===== src/rtl/i2c_arb_pkg.sv =====
// Shared definitions for the I2C requester arbiter.
//   - FSM state encoding for the arbiter sequencer
//   - transaction field widths (byte count, device address, data byte)
//   - one-hot to index helper used to remember the previous owner
package i2c_arb_pkg;

  localparam int unsigned NB_W    = 6;
  localparam int unsigned DEV_W   = 7;
  localparam int unsigned BYTE_W  = 8;
  // Owner index width; covers the largest supported requester count.
  localparam int unsigned MAX_REQ = 8;
  localparam int unsigned IDX_W   = 3;

  typedef enum logic [2:0] {
    StIdle     = 3'd0,
    StArb      = 3'd1,
    StLaunch   = 3'd2,
    StWaitBusy = 3'd3,
    StRun      = 3'd4,
    StFinish   = 3'd5
  } arb_state_e;

  function automatic logic [IDX_W-1:0] oh_to_idx(input logic [MAX_REQ-1:0] oh);
    logic [IDX_W-1:0] idx;
    idx = '0;
    for (int i = 0; i < MAX_REQ; i++) begin
      if (oh[i]) idx = IDX_W'(i);
    end
    return idx;
  endfunction

endpackage


===== src/rtl/i2c_rr_pick.sv =====
// Combinational round-robin picker.
// Ports:
//   req   in  NREQ   request vector
//   last  in  IDX_W  index of the previous owner; search starts at last+1
//   pick  out NREQ   one-hot winner, 0 when no request
module i2c_rr_pick
  import i2c_arb_pkg::*;
#(
  parameter int unsigned NREQ = 4
) (
  input  logic [NREQ-1:0]  req,
  input  logic [IDX_W-1:0] last,
  output logic [NREQ-1:0]  pick
);

  logic found;

  // Walk offsets 1..NREQ from the previous owner; the previous owner itself is
  // visited last, which gives a re-asserting requester the lowest priority.
  always_comb begin
    pick  = '0;
    found = 1'b0;
    for (int unsigned off = 1; off <= NREQ; off++) begin
      for (int unsigned j = 0; j < NREQ; j++) begin
        if (!found && req[j] && (j == ((32'(last) + off) % NREQ))) begin
          pick[j] = 1'b1;
          found   = 1'b1;
        end
      end
    end
  end

endmodule


===== src/rtl/i2c_req_arbiter.sv =====
// Shares one I2C master between NREQ requesters with round-robin grant.
// The winner's transaction fields are latched, the master is started with a
// one-cycle m_go, byte strobes are routed between owner and master, and the
// owner receives a done pulse with its NACK/timeout flag.
// Optional feature macro: I2C_ARB_TIMEOUT_EN (watchdog of TMO_CYC cycles).
// Ports:
//   clk, reset                  clock, synchronous active-high reset
//   req_go/rw/nbyte/dev/rptr    per-requester transaction request
//   req_wdata / req_wnext       owner write byte / consumed pulse
//   req_rdata / req_rvld        shared read byte / per-requester valid pulse
//   req_done / req_err          end-of-transaction pulse / error flag
//   grant                       one-hot current owner
//   m_go m_rw m_nbyte m_dev m_rptr m_dwr    master command and write byte
//   m_wnext m_drd m_rvld m_ready m_done m_ack_e  master status and read data
module i2c_req_arbiter
  import i2c_arb_pkg::*;
#(
  parameter int unsigned NREQ    = 4,
  parameter int unsigned TMO_CYC = 65535
) (
  input  logic                   clk,
  input  logic                   reset,
  input  logic [NREQ-1:0]        req_go,
  input  logic [NREQ-1:0]        req_rw,
  input  logic [NB_W*NREQ-1:0]   req_nbyte,
  input  logic [DEV_W*NREQ-1:0]  req_dev,
  input  logic [BYTE_W*NREQ-1:0] req_rptr,
  input  logic [BYTE_W*NREQ-1:0] req_wdata,
  output logic [NREQ-1:0]        req_wnext,
  output logic [BYTE_W-1:0]      req_rdata,
  output logic [NREQ-1:0]        req_rvld,
  output logic [NREQ-1:0]        req_done,
  output logic [NREQ-1:0]        req_err,
  output logic [NREQ-1:0]        grant,
  output logic                   m_go,
  output logic                   m_rw,
  output logic [NB_W-1:0]        m_nbyte,
  output logic [DEV_W-1:0]       m_dev,
  output logic [BYTE_W-1:0]      m_rptr,
  output logic [BYTE_W-1:0]      m_dwr,
  input  logic                   m_wnext,
  input  logic [BYTE_W-1:0]      m_drd,
  input  logic                   m_rvld,
  input  logic                   m_ready,
  input  logic                   m_done,
  input  logic                   m_ack_e
);

  arb_state_e         state_q, state_d;
  logic [NREQ-1:0]    grant_q;
  logic [IDX_W-1:0]   ptr_q;
  logic               err_q;
  logic [BYTE_W-1:0]  rdata_q;
  logic [NREQ-1:0]    rvld_q;
  logic               rw_q;
  logic [NB_W-1:0]    nbyte_q;
  logic [DEV_W-1:0]   dev_q;
  logic [BYTE_W-1:0]  rptr_q;

  logic [NREQ-1:0]    pick;
  logic               sel_rw;
  logic [NB_W-1:0]    sel_nbyte;
  logic [DEV_W-1:0]   sel_dev;
  logic [BYTE_W-1:0]  sel_rptr;
  logic               tmo_hit;

  i2c_rr_pick #(
    .NREQ(NREQ)
  ) u_pick (
    .req (req_go),
    .last(ptr_q),
    .pick(pick)
  );

  // Field mux for the requester the picker selects this cycle.
  always_comb begin
    sel_rw    = 1'b0;
    sel_nbyte = '0;
    sel_dev   = '0;
    sel_rptr  = '0;
    for (int i = 0; i < NREQ; i++) begin
      if (pick[i]) begin
        sel_rw    = req_rw[i];
        sel_nbyte = req_nbyte[i*NB_W +: NB_W];
        sel_dev   = req_dev[i*DEV_W +: DEV_W];
        sel_rptr  = req_rptr[i*BYTE_W +: BYTE_W];
      end
    end
  end

  always_comb begin
    m_dwr = '0;
    for (int i = 0; i < NREQ; i++) begin
      if (grant_q[i]) m_dwr = req_wdata[i*BYTE_W +: BYTE_W];
    end
  end

`ifdef I2C_ARB_TIMEOUT_EN
  logic [31:0] tmo_q;
  logic        tmo_count;

  assign tmo_count = (state_q == StWaitBusy) || (state_q == StRun);
  assign tmo_hit   = tmo_count && (tmo_q == 32'(TMO_CYC - 1));

  always_ff @(posedge clk) begin
    if (reset) begin
      tmo_q <= '0;
    end else if (state_q == StLaunch) begin
      tmo_q <= '0;
    end else if (tmo_count) begin
      tmo_q <= tmo_q + 32'd1;
    end
  end
`else
  assign tmo_hit = 1'b0;
`endif

  always_comb begin
    state_d = state_q;
    m_go    = 1'b0;
    case (state_q)
      StIdle: begin
        if (|req_go) state_d = StArb;
      end
      StArb: begin
        // Requests may vanish between IDLE and ARB; zero-byte jobs skip the master.
        if (pick == '0)            state_d = StIdle;
        else if (sel_nbyte == '0)  state_d = StFinish;
        else                       state_d = StLaunch;
      end
      StLaunch: begin
        if (m_ready && m_done) begin
          m_go    = 1'b1;
          state_d = StWaitBusy;
        end
      end
      StWaitBusy: begin
        if (!m_done) state_d = StRun;
      end
      StRun: begin
        // m_done was seen low in WAIT_BUSY, so a high level here is its rising edge.
        if (m_done) state_d = StFinish;
      end
      StFinish: state_d = StIdle;
      default:  state_d = StIdle;
    endcase
    if (tmo_hit) state_d = StFinish;
  end

  always_ff @(posedge clk) begin
    if (reset) begin
      state_q <= StIdle;
      grant_q <= '0;
      ptr_q   <= '0;
      err_q   <= 1'b0;
      rdata_q <= '0;
      rvld_q  <= '0;
      rw_q    <= 1'b0;
      nbyte_q <= '0;
      dev_q   <= '0;
      rptr_q  <= '0;
    end else begin
      state_q <= state_d;
      rvld_q  <= (state_q == StRun && m_rvld) ? grant_q : '0;
      if (state_q == StRun && m_rvld) rdata_q <= m_drd;
      case (state_q)
        StArb: begin
          grant_q <= pick;
          err_q   <= 1'b0;
          rw_q    <= sel_rw;
          nbyte_q <= sel_nbyte;
          dev_q   <= sel_dev;
          rptr_q  <= sel_rptr;
        end
        StRun: begin
          if (m_ack_e) err_q <= 1'b1;
        end
        StFinish: begin
          ptr_q   <= oh_to_idx(MAX_REQ'(grant_q));
          grant_q <= '0;
        end
        default: ;
      endcase
      if (tmo_hit) err_q <= 1'b1;
    end
  end

  assign grant     = grant_q;
  assign req_wnext = (state_q == StRun && m_wnext) ? grant_q : '0;
  assign req_rdata = rdata_q;
  assign req_rvld  = rvld_q;
  assign req_done  = (state_q == StFinish) ? grant_q : '0;
  assign req_err   = (state_q == StFinish && err_q) ? grant_q : '0;
  assign m_rw      = rw_q;
  assign m_nbyte   = nbyte_q;
  assign m_dev     = dev_q;
  assign m_rptr    = rptr_q;

endmodule


===== config.mk =====
export PLATFORM = sky130hd
export DESIGN_NAME = i2c_req_arbiter
export DESIGN_NICKNAME = d
export VERILOG_FILES = /design/src/rtl/i2c_arb_pkg.sv /design/src/rtl/i2c_rr_pick.sv /design/src/rtl/i2c_req_arbiter.sv
export SDC_FILE = /design/constraint.sdc
export NUM_CORES = 1
export LEC_CHECK = 0
export CAP_MARGIN = 0
export CORE_AREA = 2 2 90 92
export DETAILED_ROUTE_END_ITERATION = 8
export DIE_AREA = 0 0 92 94
export GPL_TIMING_DRIVEN = 1
export PLACE_DENSITY_LB_ADDON = 0.08
export SLEW_MARGIN = 5
export SYNTH_ARGS = -nofsm -noshare
export SYNTH_HDL_FRONTEND = slang
export SYNTH_SLANG_ARGS = --single-unit

===== constraint.sdc =====
create_clock -name clk -period 2.8 [get_ports clk]
set_input_delay 0.7 -clock clk [delete_from_list [all_inputs] [get_ports clk]]
set_output_delay 0.7 -clock clk [all_outputs]
set_load 0.005 [all_outputs]

After elaboration in Yosys (flattened, before gate mapping)
Cells that the tools add are included.
{"block": "word_totals", "regBits": 44, "in_bits": 139, "word_cells": 168}
{"block": "classes", "add_sub_neg": 4, "n_eq_ne": 22, "muxes": 68, "bitwise": 1, "reduce_logical": 63}
{"op": "32-bit zero test", "count": 4}
{"op": "8-bit two-way mux", "count": 8}
{"op": "1-bit two-way mux", "count": 38}
{"op": "1-bit logical AND", "count": 35}
{"op": "7-bit two-way mux", "count": 4}
{"op": "6-bit two-way mux", "count": 4}
{"op": "3-bit two-way mux", "count": 6}
{"op": "2-bit equality test, first input constant", "count": 8}
{"op": "1-bit zero test", "count": 15}
{"op": "3-bit one-hot mux with 5 select lines", "count": 1}
{"op": "4-bit two-way mux", "count": 3}
{"op": "2-bit inequality test, second input constant", "count": 5}
{"op": "1-bit by 2-bit equality test with 1-bit output, first input constant", "count": 4}
{"op": "4-bit one-hot mux with 2 select lines", "count": 1}
{"op": "3-bit by 2-bit equality test with 1-bit output, second input constant", "count": 2}
{"op": "3-bit equality test, second input constant", "count": 2}
{"op": "6-bit zero test", "count": 1}
{"op": "2-bit by 1-bit adder with 2-bit output, second input constant", "count": 2}
{"op": "2-bit adder, second input constant", "count": 2}
{"op": "4-bit zero test", "count": 1}
{"op": "2-bit two-way mux", "count": 2}
{"op": "4-bit AND reduction", "count": 1}
{"op": "2-bit nonzero test", "count": 2}
{"op": "4-bit OR reduction", "count": 1}
{"op": "other kinds (6)", "count": 6}

Longest topological paths before layout
Gate-level depths: netlist of the first run.
{"block": "logic_depth", "word_depth": 69, "ltp_mapped": 9, "mapped_depth_nobuf": 7}

Cells and area by module
From an unflattened synthesis of the first run, not the netlist that was laid out.
{"block": "hier_totals", "cells_unflattened": 361, "hier_area_um2": 2668.8}
{"mod": "i2c_req_arbiter", "n_inst": 1, "cells_each": 344, "area_per_inst_um2": 2563.7, "seq_area_each_um2": 880.8}
{"mod": "i2c_rr_pick", "n_inst": 1, "cells_each": 17, "area_per_inst_um2": 105.1, "seq_area_each_um2": 0.0}

Worst setup path before layout of the first run
Ideal clock, no wire load.
{"block": "synth_path", "path_kind": "input-to-reg", "start": "in req_go[2]", "end": "reg state_q[1]", "setup_ps": 115, "arrival_time_ps": 2104, "path_slack_ps": 581, "cell_stages": 7, "path_buffers": 1, "path_cell_list": "nor2_2 o311a_4 buf_6 a221o_1 a22oi_1 nand4_1 o21ba_1"}
{"block": "synth_via", "elab_chain_cells": 60}
{"item": "start, declared", "line_no": "i2c_req_arbiter.sv:23", "text": "input logic [NREQ-1:0] req_go,"}
{"item": "1-bit logical AND (2 in a row)", "line_no": "i2c_rr_pick.sv:25", "text": "if (!found && req[j] && (j == ((32'(last) + off) % NREQ))) begin"}
{"item": "1-bit two-way mux", "line_no": "i2c_rr_pick.sv:25"}
{"item": "1-bit zero test", "line_no": "i2c_rr_pick.sv:25"}
{"item": "1-bit logical AND (2 in a row)", "line_no": "i2c_rr_pick.sv:25"}
{"item": "1-bit two-way mux", "line_no": "i2c_rr_pick.sv:25"}
{"item": "1-bit zero test", "line_no": "i2c_rr_pick.sv:25"}
{"item": "1-bit logical AND (2 in a row)", "line_no": "i2c_rr_pick.sv:25"}
{"item": "1-bit two-way mux", "line_no": "i2c_rr_pick.sv:25"}
{"item": "[40 not listed]"}
{"item": "1-bit zero test", "line_no": "i2c_rr_pick.sv:25"}
{"item": "1-bit logical AND (2 in a row)", "line_no": "i2c_rr_pick.sv:25"}
{"item": "1-bit two-way mux", "line_no": "i2c_rr_pick.sv:25"}
{"item": "6-bit two-way mux", "line_no": "i2c_req_arbiter.sv:82", "text": "if (pick[i]) begin"}
{"item": "6-bit zero test", "line_no": "i2c_req_arbiter.sv:128", "text": "else if (sel_nbyte == '0) state_d = StFinish;"}
{"item": "3-bit two-way mux", "line_no": "i2c_req_arbiter.sv:128"}
{"item": "3-bit two-way mux", "line_no": "i2c_req_arbiter.sv:127", "text": "if (pick == '0) state_d = StIdle;"}
{"item": "3-bit one-hot mux with 5 select lines", "line_no": "i2c_req_arbiter.sv:121", "text": "case (state_q)"}
{"item": "end signal, assigned", "line_no": "i2c_req_arbiter.sv:152", "text": "state_q <= StIdle;"}
{"item": "end signal, assigned", "line_no": "i2c_req_arbiter.sv:163", "text": "state_q <= state_d;"}
{"item": "end, declared", "line_no": "i2c_req_arbiter.sv:49", "text": "arb_state_e state_q, state_d;"}
Several ways; a longest one is shown, not always the timed one.
A chain may end at the register's enable or synchronous reset.

Worst setup path in the final report of the first run
{"block": "layout_path", "start": "in req_wdata[5]", "end": "out m_dwr[5]"}
{"block": "layout_via", "elab_chain_cells": 4}
{"item": "start, declared", "line_no": "i2c_req_arbiter.sv:28", "text": "input logic [BYTE_W*NREQ-1:0] req_wdata,"}
{"item": "8-bit two-way mux (4 in a row)", "line_no": "i2c_req_arbiter.sv:94", "text": "if (grant_q[i]) m_dwr = req_wdata[i*BYTE_W +: BYTE_W];"}
{"item": "end, declared", "line_no": "i2c_req_arbiter.sv:40", "text": "output logic [BYTE_W-1:0] m_dwr,"}
No other way between the ends.

==> out/metrics.cfg, run 1 <==
[outcome]
outcome = finished clean

[clock_tree]
path_clk_slew_ns = 0.08
cts_tree = yes
cts_sinks = 44
root_buffer = clkbuf_8
cts_max_level = 2
cts_buffers = 5
clockBufferDepth = 2
clk_latency_ns = 0.29

[placed_design]
dp_hpwl_mm = 7.32
dpl_worst_slack_ns = -0.120
gp_congestion = 0.771
io_buffers = 197
numPlacedInstances = 610

[floorplan]
initial_core_util_pct = 32.4
die_w_um = 92
design.die.area_um2 = 8650
io_pins = 198
row_count = 32
die_h_um = 94
core_area_um2 = 7610

[sta]
finalHoldViolCount = 0
fmax_mhz = 360
setup_slack_ns = 0.0257
clock_skew_ns = 0.00734
relSlewSlack_pct = 68.6
rsz0062_at_grt = false
final_max_slew_viol_count = 0
period_minus_slack_ns = 2.77
setup_viol = 0
min_period_over_period_pct = 99.1
worstMarginPinSlew_ns = 0.470

[detailed_routing]
routed_wl_mm = 9.24
drt_iter0_drc = 119
first_pass_iters = 6
wl_per_cell_um = 14.9
viasPerCell = 5.13
drc = 0
vias = 3173
ant_nets = 0

[yosys]
synth_top_cells_by_area = dfxtp_1, nor2_1, nand2_1, a222oi_1, a311oi_1
yosysSeqAreaShare_pct = 35.7
syn-cell-area_um2 = 2470
yosys.area.top_type = dfxtp_1
synth_seq_cells = 44
yosys_warnings = 0
synthCells = 312
synth_edf_count = 0
netlist.area_leader.share_pct = 35.7
syn-num-nets = 451
synth.avg_cell_area_um2 = 7.91
ys_types = 40
synthArstFlopShare_pct = 0
synth_top_flop_cell = dfxtp_1

[pwr]
power.internal_uw = 1490
p_sw_share_pct = 30.1
power_frac_clock_pct = 18.8
sequentialPowerShare_pct = 37.4
leakage_uw = 0.00179
comb_power_share_pct = 43.8
cellPowerDensity_nw_per_um2 = 448
power.switching_uw = 640
ir_drop_v = 0.000269

[setup_path]
worst_r2r_path_depth = 6
cp_data_required_time_ns = 2.10
cp.depth = 5
crit_chain = clkdlybuf4s50_1 -> a221o_1 -> o21ai_0 -> o21ai_0 -> clkdlybuf4s50_1
worst-path-buf-inv = 2
cpPeakStageDelay_ns = 0.52
critPathTopFamily = buffers and inverters
crit_slowest_cell = clkdlybuf4s50_1
critPathArrivalTime_ns = 2.07
cp-start-kind = input port
cp-end-kind = output port
critPathKind = in2out
crit_fanout = 1

[job]
drv_cap = 0

[grt]
antenna_found_initial = 0
grtUsageTotal_pct = 20.1
grt_pass1_vias = 2956
grt_overflow = 0
grt_max_degree = 49
grt_first_pass_wirelength_mm = 14.0

[layout]
area_delta_synth_final_pct = 92.7
n_antenna_cell = 0
fin_cells = 618
final_common_cell = clkdlybuf4s50_1
utilization_pct = 62.5
nets = 654
drive_gt1_share_pct = 8.91
final_cell_mix = clkdlybuf4s50_1, nor2_1, nand2_1, dfxtp_1, buf_4

[min_path]
min_path_type = reg2reg
hold_depth = 2

## cells by family after synthesis
kind of cell           Yosys count  synth area share, %
AO/OA/AOI/OAI                  111                 35.4
buffers and inverters           33                 6.19
flip-flops                      44                 35.7
AND/OR/NAND/NOR                124                 22.7
## cell type report
class	count	area (um2)
sequential	44	881
inverter	4	15.0
fill	643	2850
tap	102	128
multi-input combinational	235	1450
clock buffer	8	90.1
timing repair buffer	225	2190
## cell usage after synthesis, drive strengths merged, types with 2 or more instances
cell type,count
nor2,47
dfxtp,44
nand2,44
clkbuf,21
o21ai,20
a21oi,17
a222oi,16
a311oi,16
a221o,12
a211oi,9
a22oi,8
and2,8
and3,8
buf,8
nor3b,5
nor3,4
inv,3
a221oi,2
a31oi,2
nor2b,2
nor4,2
o22ai,2
## worst paths after layout
path | start | to | slack [ns]
setup / recovery | req_wdata[5] | m_dwr[5] | 0.03
hold / removal | req_rdata[6]$_SDFFE_PP0P_ | req_rdata[6]$_SDFFE_PP0P_ | 0.46
setup reg to reg | ptr_q[1]$_SDFFE_PP0P_ | state_q[1]$_SDFFE_PP0P_ | 0.64
hold reg to reg | req_rdata[6]$_SDFFE_PP0P_ | req_rdata[6]$_SDFFE_PP0P_ | 0.46
## registers in the layout, summed over array words and instances, names as in the netlist
signal and cells:
m_rptr 8, req_rdata 8, m_dev 7, m_nbyte 6, grant 4, req_rvld 4, state_q 3, ptr_q 2
err_q 1, m_rw 1
## power groups by stage
| stage | Combinational, uW | Clock (uW) | Sequential (uW) |
|---|---|---|---|
| 2_1_floorplan | 384 | 0 | 810 |
| 3_3_place_gp | 931 | 0 | 806 |
| 3_5_place_dp | 941 | 0 | 810 |
| 4_1_cts | 946 | 409 | 796 |
| 5_1_grt | 1030 | 431 | 812 |
| 6_report | 933 | 401 | 797 |
## stage by stage
stage	power, uW	setup TNS [ns]	area (um2)	hold slack [ns]
floorplan	1190	0	2470	0.453
global placement	1740	-0.228	4650	0.442
detailed placement	1750	-0.315	4650	0.452
CTS	2150	0	4740	0.464
global route	2270	0	4750	0.492
finish	2130	0	4750	0.459
## tightest hold or removal path, stage by stage (launching register included)
cell	delay, ns
dfxtp_1	0.31
nand2_1	0.05
a21oi_1	0.05
## timing repair
action	CTS	global route
pin swaps	0	0
hold buffers	0	0
buffers inserted	0	0
setup endpoints to repair	1	11
gates resized for setup	1	10
## metal layers
layer	global-route usage, %	share of wire [%]	up-vias
met5	0	0	-
met4	3.11	0.58	0
met3	7.06	10	6
met2	39.2	52	142
met1	20.9	37	1433
li1	-	-	1592
Power figures use the tool's default switching activity.
==> run 2, diff against run 1 <==
--- a/config.mk
+++ b/config.mk
@@ -9,7 +9,8 @@
 export CORE_AREA = 2 2 90 92
 export DETAILED_ROUTE_END_ITERATION = 8
 export DIE_AREA = 0 0 92 94
-export GPL_TIMING_DRIVEN = 1
+export GPL_TIMING_DRIVEN = 0
+export HOLD_SLACK_MARGIN = 0.05
 export PLACE_DENSITY_LB_ADDON = 0.08
 export SLEW_MARGIN = 5
 export SYNTH_ARGS = -nofsm -noshare
==> out/metrics.cfg, run 2 (same netlist as run 1, synthesis figures left out) <==
[pwr]
sequentialPowerShare_pct = 36.5
p_sw_share_pct = 31.1
power_uw = 2220
cellPowerDensity_nw_per_um2 = 471
power_frac_clock_pct = 21.7
comb_power_share_pct = 41.8
ir_drop_v = 0.000261
power.switching_uw = 690
power.internal_uw = 1530
leakage_uw = 0.00179

[layout]
fin_cells = 615
drive_gt1_share_pct = 6.82
final_cell_mix = clkdlybuf4s50_1, nor2_1, nand2_1, dfxtp_1, a21oi_1
n_antenna_cell = 0
area_delta_synth_final_pct = 91.1
nets = 651
fillers = 686
fin_area_um2 = 4710
final_common_cell = clkdlybuf4s50_1

[sta]
clock_skew_ns = 0.00773
fmax_mhz = 371
setup_viol = 0
rsz0062_at_grt = true
period_minus_slack_ns = 2.69
final_max_slew_viol_count = 0
finalHoldViolCount = 0
min_period_over_period_pct = 96.2
worstMarginPinSlew_ns = 0.548
relSlewSlack_pct = 63.5

[floorplan]
design.die.area_um2 = 8650
row_count = 32
die_h_um = 94
initial_core_util_pct = 32.4
io_pins = 198
die_w_um = 92
core_area_um2 = 7610

[clock_tree]
cts_hold_buf = 0
cts_buffers = 5
clockBufferDepth = 2
clk_latency_ns = 0.30
post-cts-setup-buffer-count = 0
cts_max_level = 2
root_buffer = clkbuf_8
path_clk_slew_ns = 0.09
cts_tree = yes
cts_sinks = 44

[setup_path]
cp-end-kind = register
cp-start-kind = input port
critPathArrivalTime_ns = 2.90
ff2ff_setup_slack_ns = 0.62
cp_data_required_time_ns = 3.00
rr_startpoint = ptr_q[1]$_SDFFE_PP0P_
crit_fanout = 10
crit_start = req_go[3]
critPathKind = in2reg

[min_path]
hold_start = req_rdata[7]$_SDFFE_PP0P_
min_path_type = reg2reg

[placed_design]
placed_area_um2 = 4560
io_buffers = 196
numPlacedInstances = 610
dp_hpwl_mm = 7.95
gp_congestion = 0.779

[grt]
grt_first_pass_wirelength_mm = 15.2
antenna_found_initial = 0
grt_overflow = 0
grt_pass1_vias = 3188
grt_max_degree = 15
grtUsageTotal_pct = 21.9

[detailed_routing]
vias = 3214
viasPerCell = 5.23
first_pass_iters = 6
drc = 0
drt_iter0_drc = 147
ant_nets = 0
wl_per_cell_um = 16.3
routed_wl_mm = 10.0

[outcome]
outcome = finished clean

[job]
drv_cap = 0

-- run 2: changes by cell type in the layout (fill, tap and decap cells not counted), sizes merged --
| cell | before | now |
|---|---|---|
| buf | 28 | 7 |
| bufinv | 0 | 1 |
| clkbuf | 8 | 25 |
| clkdlybuf4s50 | 192 | 186 |
| clkinv | 1 | 2 |
| dlygate4sd2 | 0 | 1 |
| dlymetal6s2s | 5 | 9 |
-- run 2: path summary, 6_finish.rpt --
check	to	depth (start not counted)
max reg2reg	m_rptr[0]$_SDFFE_PP0P_	8
max	state_q[1]$_SDFFE_PP0P_	8
min reg2reg	req_rdata[7]$_SDFFE_PP0P_	2
min	req_rdata[7]$_SDFFE_PP0P_	2
-- run 2: critical path: stages --
cell and delay (ns):
clkdlybuf4s50_1 0.58, a21oi_1 0.11, o311a_4 0.35, buf_6 0.15
a221o_1 0.34, a22oi_1 0.20, nand4_1 0.22, o21ba_1 0.23
-- run 2: area by class of cell --
class / count / area [um2] / area share (%)
clock inverter: 2 / 35.0 / 0.743
timing repair buffer: 196 / 1980 / 42.1
inverter: 4 / 15.0 / 0.318
buffer: 26 / 131 / 2.79
sequential: 44 / 883 / 18.7
tap: 102 / 128 / 2.71
multi-input combinational: 235 / 1470 / 31.1
clock buffer: 6 / 72.6 / 1.54
-- run 2: power groups by stage --
| stage | clock [uW] | sequential, uW | combinational, uW |
|---|---|---|---|
| floorplan | 0 | 810 | 384 |
| global placement | 0 | 806 | 922 |
| detailed placement | 0 | 811 | 935 |
| CTS | 493 | 803 | 937 |
| global route | 519 | 827 | 1010 |
| finish | 482 | 809 | 929 |
-- run 2: through the flow --
step | hold WS [ns] | setup TNS [ns] | util, % | setup slack [ns]
finish | 0.460 | 0 | 62.0 | 0.106
global route | 0.475 | -0.0114 | 62.0 | -0.0114
CTS | 0.461 | -0.00613 | 61.5 | -0.00613
detailed placement | 0.450 | -3.06 | 59.9 | -0.354
global placement | 0.442 | -2.55 | 59.9 | -0.315
floorplan | 0.453 | 0 | - | 0.581
-- run 2: routing by layer --
layer	global-route usage, %	up-vias	share of wire, %
met2	43.0	142	52
met5	0	-	0
met1	22.7	1481	38
li1	-	1581	-
met3	6.90	10	9.0
met4	4.98	0	0.99
-- run 2: repair_timing --
item,in CTS,in global routing
gates cloned,0,0
resized for setup,10,17
pin swaps,0,2
setup endpoints to repair,22,29
==> run 3, diff against run 2 <==
--- a/config.mk
+++ b/config.mk
@@ -12,6 +12,7 @@
 export GPL_TIMING_DRIVEN = 0
 export HOLD_SLACK_MARGIN = 0.05
 export PLACE_DENSITY_LB_ADDON = 0.08
+export SKIP_CTS_REPAIR_TIMING = 1
 export SLEW_MARGIN = 5
 export SYNTH_ARGS = -nofsm -noshare
 export SYNTH_HDL_FRONTEND = slang
==> out/metrics.cfg, run 3 (same netlist as run 1, synthesis figures left out) <==
[outcome]
outcome = finished clean

[layout]
drive_gt1_share_pct = 7.18
n_antenna_cell = 0
area_delta_synth_final_pct = 91.8
nets = 653
fin_area_um2 = 4730
final_common_cell = clkdlybuf4s50_1
final_cell_mix = clkdlybuf4s50_1, nor2_1, nand2_1, dfxtp_1, a21oi_1

[placed_design]
placed_area_um2 = 4560
io_buffers = 196
dp_hpwl_mm = 7.95
gp_congestion = 0.779

[detailed_routing]
wl_per_cell_um = 16.2
drt_iter0_drc = 145
first_pass_iters = 6
routed_wl_mm = 10.0
viasPerCell = 5.20
vias = 3211
drc = 0
ant_nets = 0

[floorplan]
die_w_um = 92
design.die.area_um2 = 8650
initial_core_util_pct = 32.4
io_pins = 198
core_area_um2 = 7610
row_count = 32
die_h_um = 94

[clock_tree]
path_clk_slew_ns = 0.08
root_buffer = clkbuf_8
cts_buffers = 5
clk_latency_ns = 0.30
cts_tree = yes
cts_sinks = 44
cts_max_level = 2
clockBufferDepth = 2

[sta]
setup_viol = 0
rsz0062_at_grt = false
final_max_slew_viol_count = 0
clock_skew_ns = 0.00598
worstMarginPinSlew_ns = 0.546
fmax_mhz = 369
period_minus_slack_ns = 2.71
whs_ns = 0.460
relSlewSlack_pct = 63.6
finalHoldViolCount = 0
min_period_over_period_pct = 96.8

[grt]
gr-usage-met2_pct = 42.8
grt_pass1_vias = 3132
grt_max_degree = 14
grt_use_met1_pct = 22.8
antenna_found_initial = 0
busiest_layer = met2
grt_first_pass_wirelength_mm = 15.1
grtUsageTotal_pct = 21.8
gr-usage-met3_pct = 6.82
grt_overflow = 0

[min_path]
hold_depth = 2
min_path_type = reg2reg

[setup_path]
cpPeakStageDelay_ns = 0.51
rr_startpoint = ptr_q[1]$_SDFFE_PP0P_
worst_r2r_path_depth = 9
crit_start = state_q[0]$_SDFFE_PP0P_
worstSetupEndpoint = req_err[2]
crit_fanout = 10
cp-start-kind = register
crit_slowest_cell = clkdlybuf4s50_1
critPathKind = reg2out
cp-end-kind = output port
ff2ff_setup_slack_ns = 0.63
cp_data_required_time_ns = 2.10
critPathArrivalTime_ns = 2.01
crit_chain = inv_1 -> nor3b_4 -> clkbuf_2 -> and3_1 -> clkdlybuf4s50_1
regToRegEndpoint = state_q[1]$_SDFFE_PP0P_

[pwr]
ir_drop_v = 0.000261
leakage_uw = 0.00183
cellPowerDensity_nw_per_um2 = 469

[job]
drv_cap = 0

[run 3: how the worst min path moves through the flow]
| stage | startpoint | end | slack, ns |
|---|---|---|---|
| detailed placement | req_rdata[7]$_SDFFE_PP0P_ | req_rdata[7]$_SDFFE_PP0P_ | 0.45 |
| global route | req_rdata[3]$_SDFFE_PP0P_ | req_rdata[3]$_SDFFE_PP0P_ | 0.48 |
| CTS | req_rdata[7]$_SDFFE_PP0P_ | req_rdata[7]$_SDFFE_PP0P_ | 0.46 |
| finish | req_rdata[7]$_SDFFE_PP0P_ | req_rdata[7]$_SDFFE_PP0P_ | 0.46 |
| global placement | req_rdata[1]$_SDFFE_PP0P_ | req_rdata[1]$_SDFFE_PP0P_ | 0.44 |
| floorplan | req_rdata[0]$_SDFFE_PP0P_ | req_rdata[0]$_SDFFE_PP0P_ | 0.45 |
[run 3: through the flow]
step	power, uW	setup slack (ns)	setup TNS, ns	utilization, %	std cells
after floorplan	1190	0.581	0	-	312
after global placement	1730	-0.315	-2.55	59.9	610
after detailed placement	1750	-0.354	-3.06	59.9	610
after CTS	2230	-0.268	-3.89	61.3	618
after global routing	2360	0.00332	0	62.2	617
final	2220	0.0886	0	62.2	617
[run 3: final cells by class]
class                           count  area [um2]
Timing Repair Buffer              196        1990
Tap cell                          102         128
Clock inverter                      2        35.0
Multi-Input combinational cell    235        1470
Clock buffer                        6        72.6
Inverter                            4        15.0
Buffer                             28         141
Sequential cell                    44         883
Fill cell                         681        2870
[run 3: power by group]
group	switching, uW	internal, uW	leakage (uW)
logic	392	537	0.00141
registers	79.7	730	0.000360
clock network	217	265	0.0000552
[run 3: critical path: cells and delay by family, from the launching register on]
| family | cells | cell delay [ns] |
|---|---|---|
| buffers and inverters | 3 | 0.87 |
| flip-flops | 1 | 0.43 |
| AND/OR/NAND/NOR | 2 | 0.41 |
[run 3: routing by layer]
layer / vias to the layer above / routed length, um / share of wire, %
li1: 1587 / - / -
met1: 1468 / 3750 / 37
met2: 146 / 5260 / 53
met3: 10 / 910 / 9.1
met4: 0 / 93 / 0.93
met5: - / 0 / 0
